### src/rtl/fixedpt_complex_accumulator.sv
// fixedpt_complex_accumulator
// Sums `len` consecutive signed fixed-point complex samples from a val/rdy
// stream and presents the complex result on a val/rdy output held until
// accepted. Accumulation runs at n+16 bits; the n-bit output conversion is
// modular wrap by default, or saturating when FIXEDPT_CACC_SAT_EN is defined.
module fixedpt_complex_accumulator #(
  parameter int unsigned n   = 32,
  parameter int unsigned d   = 16,
  parameter int unsigned len = 8
) (
  input  logic         clk,
  input  logic         reset,
  input  logic         recv_val,
  output logic         recv_rdy,
  input  logic [n-1:0] ar,
  input  logic [n-1:0] ac,
  input  logic         clear,
  output logic         send_val,
  input  logic         send_rdy,
  output logic [n-1:0] sr,
  output logic [n-1:0] sc
);

  localparam int unsigned GUARD = 16;
  localparam int unsigned AW    = n + GUARD;
  localparam int unsigned CW    = 16;

  // Elaboration-time parameter legality
  if (d >= n) begin : g_bad_frac
    $error("fixedpt_complex_accumulator: d must be smaller than n");
  end
  if (len < 1 || len > 65535) begin : g_bad_len
    $error("fixedpt_complex_accumulator: len must be in 1..65535");
  end

  typedef enum logic {
    ST_ACC  = 1'b0,
    ST_SEND = 1'b1
  } state_t;

  state_t          state, state_nxt;
  logic [AW-1:0]   acc_r, acc_r_nxt;
  logic [AW-1:0]   acc_i, acc_i_nxt;
  logic [CW-1:0]   cnt, cnt_nxt;
  logic [n-1:0]    sr_nxt, sc_nxt;
  logic [AW-1:0]   sum_r, sum_i;
  logic            last;
  logic            accept;

  // Narrow an accumulator value to the n-bit output word
  function automatic logic [n-1:0] to_out(input logic [AW-1:0] s);
`ifdef FIXEDPT_CACC_SAT_EN
    logic [GUARD:0] top;
    top = s[AW-1:n-1];
    if (top == '0 || top == '1) to_out = n'(s);
    else if (s[AW-1])           to_out = {1'b1, {(n-1){1'b0}}};
    else                        to_out = {1'b0, {(n-1){1'b1}}};
`else
    to_out = n'(s);
`endif
  endfunction

  // Handshake flags are a pure decode of the state register
  assign recv_rdy = (state == ST_ACC);
  assign send_val = (state == ST_SEND);

  // Next-state, accumulator and result-capture logic
  always_comb begin
    state_nxt = state;
    acc_r_nxt = acc_r;
    acc_i_nxt = acc_i;
    cnt_nxt   = cnt;
    sr_nxt    = sr;
    sc_nxt    = sc;
    sum_r     = acc_r + {{GUARD{ar[n-1]}}, ar};
    sum_i     = acc_i + {{GUARD{ac[n-1]}}, ac};
    last      = (cnt == CW'(len - 1));
    accept    = recv_val & recv_rdy;

    case (state)
      ST_ACC: begin
        if (clear) begin
          // clear wins over a simultaneous sample, which is dropped
          acc_r_nxt = '0;
          acc_i_nxt = '0;
          cnt_nxt   = '0;
        end else if (accept) begin
          if (last) begin
            sr_nxt    = to_out(sum_r);
            sc_nxt    = to_out(sum_i);
            acc_r_nxt = '0;
            acc_i_nxt = '0;
            cnt_nxt   = '0;
            state_nxt = ST_SEND;
          end else begin
            acc_r_nxt = sum_r;
            acc_i_nxt = sum_i;
            cnt_nxt   = cnt + CW'(1);
          end
        end
      end
      ST_SEND: begin
        if (send_rdy) state_nxt = ST_ACC;
      end
      default: state_nxt = ST_ACC;
    endcase
  end

  // State, accumulators and held result
  always_ff @(posedge clk or negedge reset) begin
    if (!reset) begin
      state <= ST_ACC;
      acc_r <= '0;
      acc_i <= '0;
      cnt   <= '0;
      sr    <= '0;
      sc    <= '0;
    end else begin
      state <= state_nxt;
      acc_r <= acc_r_nxt;
      acc_i <= acc_i_nxt;
      cnt   <= cnt_nxt;
      sr    <= sr_nxt;
      sc    <= sc_nxt;
    end
  end

endmodule

### config.mk
export PLATFORM = sky130hd
export DESIGN_NAME = fixedpt_complex_accumulator
export DESIGN_NICKNAME = d
export VERILOG_FILES = /design/src/rtl/fixedpt_complex_accumulator.sv
export SDC_FILE = /design/constraint.sdc
export NUM_CORES = 1
export LEC_CHECK = 0
export BUFFER_PORTS_ARGS = -buffer_cell sky130_fd_sc_hd__buf_2
export CORE_UTILIZATION = 45
export DETAILED_ROUTE_END_ITERATION = 6
export PLACE_DENSITY = 0.66
export SLEW_MARGIN = 20
export SYNTH_ARGS = -nofsm -noshare
export SYNTH_HDL_FRONTEND = slang
export SYNTH_SLANG_ARGS = --single-unit
### constraint.sdc
create_clock -name clk -period 3.35 [get_ports clk]
set_input_delay 0 -clock clk [delete_from_list [all_inputs] [get_ports clk]]
set_output_delay 0 -clock clk [all_outputs]
set_load 0.02 [all_outputs]
# Word level (Yosys, flattened, before mapping)
# Index checks and enable logic that the tools add are counted.
[classes]
n_addsub = 3
n_mul = 0
div_mod_pow = 0
magnitude_cmp = 0
n_eq_ne = 1
shifts = 0
mux = 14
bitwise_logic = 3
reduce_logical = 3
[op_table]
columns = ["cell", "count"]
rows = [
  ["$mux W48", 6],
  ["$add A48 B48 Y48", 2],
  ["$mux W16", 3],
  ["$add A16 B1 Y16 const B", 1],
  ["$eq A16 B3 Y1 const B", 1],
  ["$mux W1", 4],
  ["$reduce_and A4 Y1", 1],
  ["$not A1 Y1", 2],
  ["$pmux W1 S2", 1],
  ["$reduce_and A2 Y1", 1],
  ["$reduce_bool A2 Y1", 1],
  ["$and A1 B1 Y1", 1],
]
[totals]
reg_bits = 177
latch_bits = 0
ramBits = 0
romBits = 0
in_bits = 69
out_inout_bits = 66
word_cells = 30
mem_count = 0

# Longest topological paths before layout
[depth]
depth_word = 5
mapped_depth = 11
depth_no_buf = 11

# Worst setup path after synthesis
# Ideal clock, no wire load.
[synth_path]
kind = "register to register"
from = "register acc_r[0]"
to = "register acc_r[30]"
setup_ns = 0.121
arrival_ns = 2.619
t_required_ns = 3.229
setup_slack_ns = 0.610
stages_incl_launch_ff = 11
n_path_buf = 0
period_less_slack_ns = 2.740
path_cell_list = "dfrtp_1 ha_1 fa_1 a211oi_1 o211ai_1 a311oi_2 a21oi_1 o21a_1 a2111oi_2 xnor2_1 a22o_1"
[synth_via]
elab_chain_cells = 4
[synth_lines]
columns = ["element", "line_no", "source"]
rows = [
  ["from (decl)", "42", "logic [AW-1:0] acc_r, acc_r_nxt;"],
  ["from (signal assigned)", "120", "acc_r <= acc_r_nxt;"],
  ["$add A48 B48 Y48", "75", "sum_r = acc_r + {{GUARD{ar[n-1]}}, ar};"],
  ["$mux W48", "88", "if (last) begin"],
  ["$mux W48", "87", "end else if (accept) begin"],
  ["$mux W48", "82", "if (clear) begin"],
]
# No other way between the ends. The select of a mux whose other input is x is not followed.
# A chain may end at the register's enable or synchronous reset.

# Worst setup path after layout
[layout_path]
from = "register acc_i[0]"
to = "register sc[28]"
[layout_via]
elab_chain_cells = 1
[layout_lines]
columns = ["element", "line_no", "source"]
rows = [
  ["from (decl)", "43", "logic [AW-1:0] acc_i, acc_i_nxt;"],
  ["from (signal assigned)", "121", "acc_i <= acc_i_nxt;"],
  ["$add A48 B48 Y48", "76", "sum_i = acc_i + {{GUARD{ac[n-1]}}, ac};"],
  ["to (signal assigned)", "124", "sc <= sc_nxt;"],
  ["to (decl)", "21", "output logic [n-1:0] sc"],
]
# No other way between the ends.

==> impl_metrics.py <==
metrics = {
    "job": {
        "cap_violations": 0,
    },
    "placement": {
        "dpl.hpwl_um": 15100,
        "placed_cells": 1310,
        "port-buffer-count": 134,
        "gp_congestion": 0.886,
    },
    "worst_setup_path": {
        "cp-end-kind": "flop",
        "cp-start-kind": "flop",
        "crit_required_ns": 3.66,
        "path_max_fanout": 3,
        "crit_type": "flop to flop",
        "worst-endpoint-arrival_ns": 3.46,
    },
    "routing": {
        "routed_via_density": 5.53,
        "firstDrtPassIters": 5,
        "routed_wirelength_um": 21700,
        "drcViolationCount": 0,
        "via_count": 7450,
        "drt_iter0_drc": 418,
        "post_drt_wl_per_cell_um": 16.1,
        "ant_nets": 0,
    },
    "timing": {
        "fin_skew_ns": 0.0135,
        "hold_viol_final": 0,
        "max_freq_mhz": 317,
        "fin_crit_sh_pct": 94.1,
        "slew_viol_final": 0,
        "setup_violations": 0,
        "finalSetupTns_ns": 0,
        "tightestPinTransition_ns": 0.796,
        "relSlewSlack_pct": 46.9,
        "period_needed_ns": 3.15,
        "grt_setup_unrepaired": "false",
    },
    "clocking": {
        "clock-sinks": 145,
        "cts.clk_slew.worst_paths_ns": 0.06,
        "root_buffer": "clkbuf_16",
        "cts_resized": 0,
        "cts_tree": "built",
        "cts_made_buffers": 17,
        "clkLatencyLatePin_ns": 0.43,
        "cts_max_path_buffers": 2,
        "cts_max_level": 4,
    },
    "grt": {
        "grt_use_met3_pct": 3.58,
        "grt_pass1_wl_um": 36000,
        "top_usage_layer": "met2",
        "grt_max_degree": 146,
        "antenna_found_initial": 0,
        "met1_usage_pct": 31.2,
        "grt_pass1_vias": 7176,
        "use_met2_pct": 35.8,
        "grtUsageTotal_pct": 22.6,
        "gr-total-overflow": 0,
    },
    "yosys": {
        "synth-edff-count": 0,
        "yosysUniqueCellTypes": 77,
        "postSynthAreaPerCell_um2": 9.27,
        "synth_cells": 948,
        "ys_seq_elements": 145,
        "synth_flop_cell": "dfrtp_1",
        "synth_area_um2": 8790,
        "synth_nets": 1082,
        "async_reset_ff_share_pct": 100,
        "yosysWarningCount": 0,
        "seq_area_frac_synth_pct": 41.3,
    },
    "finish": {
        "synthToLayoutAreaGrowth_pct": 17.8,
        "fin_nets": 1208,
        "stdcell_count": 1347,
        "drive_gt1_share_pct": 19.3,
        "fillCellCount": 1794,
        "antennaDiodeCount": 0,
    },
    "floorplanning": {
        "start_util_pct": 46.4,
        "dieWidth_um": 142,
        "fp-row-count": 50,
        "design.core.area_um2": 19000,
        "die_h_um": 142,
        "io_pins": 135,
        "dieArea_um2": 20100,
    },
    "pwr": {
        "p_int_uw": 3700,
        "switching_share_pct": 32.5,
        "p_leak_uw": 0.00546,
        "ir_worst_vdd_v": 0.000322,
        "pwr-share-clk_pct": 34.8,
        "pwr-share-comb_pct": 29.5,
        "p_sw_uw": 1780,
        "power_density_nw_per_um2": 529,
        "power_frac_seq_pct": 35.7,
    },
    "status": {
        "outcome": "completed",
    },
    "hold_path": {
        "holdCritPathClass": "input port to flop",
    },
}
==> cells in the final DEF (no fill, tap or decap), drive strengths merged, types with 18 or more instances in the layout <==
cell,synthesis,final
a21o,37,37
a21oi,52,52
a22o,49,49
buf,7,142
clkbuf,33,20
dfrtp,145,145
ha,63,63
nand2,193,193
nor2,46,46
o21ai,84,84
xnor2,37,37
xor2,18,18
==> cell usage after synthesis, types with 3 or more instances <==
cell type / instances / area, µm²
o31ai_1: 3 / 22.5
o21ai_1: 8 / 40.0
inv_1: 12 / 45.0
clkbuf_1: 33 / 124
buf_6: 3 / 33.8
ha_1: 63 / 788
a211o_1: 4 / 35.0
nand2b_1: 5 / 31.3
a21oi_1: 51 / 255
o211ai_1: 9 / 67.6
xor2_1: 18 / 158
nor4_1: 3 / 18.8
xnor2_1: 36 / 315
a22o_1: 49 / 429
a41oi_1: 4 / 35.0
nor2b_1: 5 / 31.3
nand4_1: 10 / 62.6
nand2_1: 192 / 721
nand3_1: 9 / 45.0
and3_1: 8 / 50.1
o21bai_1: 8 / 60.1
o21ai_0: 75 / 375
nor3_1: 12 / 60.1
a211oi_1: 11 / 82.6
nor2_1: 45 / 169
and4_1: 3 / 26.3
o21a_1: 7 / 52.6
dfrtp_1: 145 / 3630
a21o_1: 35 / 263
mux2_2: 7 / 78.8
and2_1: 6 / 37.5
a311oi_2: 3 / 45.0
a31oi_1: 11 / 68.8
==> per-layer routing <==
layer / share of wire [%] / wire length (µm) / up-vias
met1: 48 / 10500 / 3552
met3: 3.9 / 836 / 31
met5: 0 / 0 / -
li1: - / - / 3693
met2: 46 / 9940 / 174
met4: 1.8 / 400 / 0
==> area by class of cell <==
type / instances / area, µm² / share of cell area, %
clock buffer: 20 / 457 / 4.41
multi-input combinational: 751 / 4960 / 47.9
inverter: 12 / 45.0 / 0.435
sequential: 145 / 3630 / 35.0
clock inverter: 12 / 133 / 1.28
timing repair buffer: 147 / 812 / 7.84
tap: 260 / 325 / 3.14
==> power by group through the flow <==
stage / Clock (µW) / Sequential [µW] / Combinational (µW)
4_1_cts: 1950 / 1960 / 1620
3_3_place_gp: 0 / 1980 / 1580
5_1_grt: 2010 / 1970 / 1810
6_report: 1910 / 1960 / 1620
3_5_place_dp: 0 / 1990 / 1590
2_1_floorplan: 0 / 1970 / 1230
==> worst paths after layout <==
path	startpoint	endpoint	slack (ns)	depth (start not counted)
max	acc_i[0]$_DFFE_PN0P_	sc[28]$_DFFE_PN0P_	0.20	11
min	ac[1]	sc[1]$_DFFE_PN0P_	0.03	4
max reg2reg	acc_i[0]$_DFFE_PN0P_	sc[28]$_DFFE_PN0P_	0.20	11
min reg2reg	sc[19]$_DFFE_PN0P_	sc[19]$_DFFE_PN0P_	0.47	2
max in group asynchronous	reset	sr[17]$_DFFE_PN0P_	2.49	3
min in group asynchronous	reset	sr[5]$_DFFE_PN0P_	0.27	3
==> through the flow <==
step / total power (µW) / util (%) / area [µm²] / setup WS, ns / hold WS, ns
4_1_cts: 5520 / 54.6 / 10400 / 0.204 / 0.0140
6_report: 5480 / 54.6 / 10400 / 0.197 / 0.0262
5_1_grt: 5790 / 54.6 / 10400 / 0.00116 / 0.0409
3_5_place_dp: 3580 / 51.3 / 9720 / 0.269 / 0.195
2_1_floorplan: 3200 / - / 8790 / 0.610 / -0.296
3_3_place_gp: 3560 / 51.3 / 9720 / 0.348 / 0.193
==> logic make-up (layout without fill, tap and decap cells) <==
| group | after synthesis | after routing | share of synthesized area [%] |
|---|---|---|---|
| buf+inv | 52 | 191 | 2.58 |
| flops | 145 | 145 | 41.3 |
| simple gates | 320 | 320 | 16.3 |
| xor+xnor | 55 | 55 | 5.56 |
| fa+ha+maj | 65 | 65 | 9.42 |
| compound gates | 303 | 303 | 23.9 |
| mux | 8 | 8 | 1.01 |
==> state kept, by name, indices dropped and copies added, names as in the netlist <==
name / flops
cnt: 16
sc: 32
acc_i: 32
send_val: 1
acc_r: 32
sr: 32
==> critical path, stage by stage, from the launching register on <==
cell and delay (ns):
dfrtp_1 0.37, ha_1 0.23, fa_1 0.43, a211o_1 0.29, a21oi_1 0.34, nor3_4 0.09
o211ai_1 0.34, a31o_1 0.23, o21ba_2 0.17, o21ai_1 0.09, xor2_1 0.16, mux2_2 0.28
==> what timing repair did <==
action,in CTS,in global routing
hold buffers,5,0
hold endpoints to repair,152,0
setup endpoints to repair,0,2
buffers inserted,0,0
No activity file was read; power rests on OpenSTA's default activity.
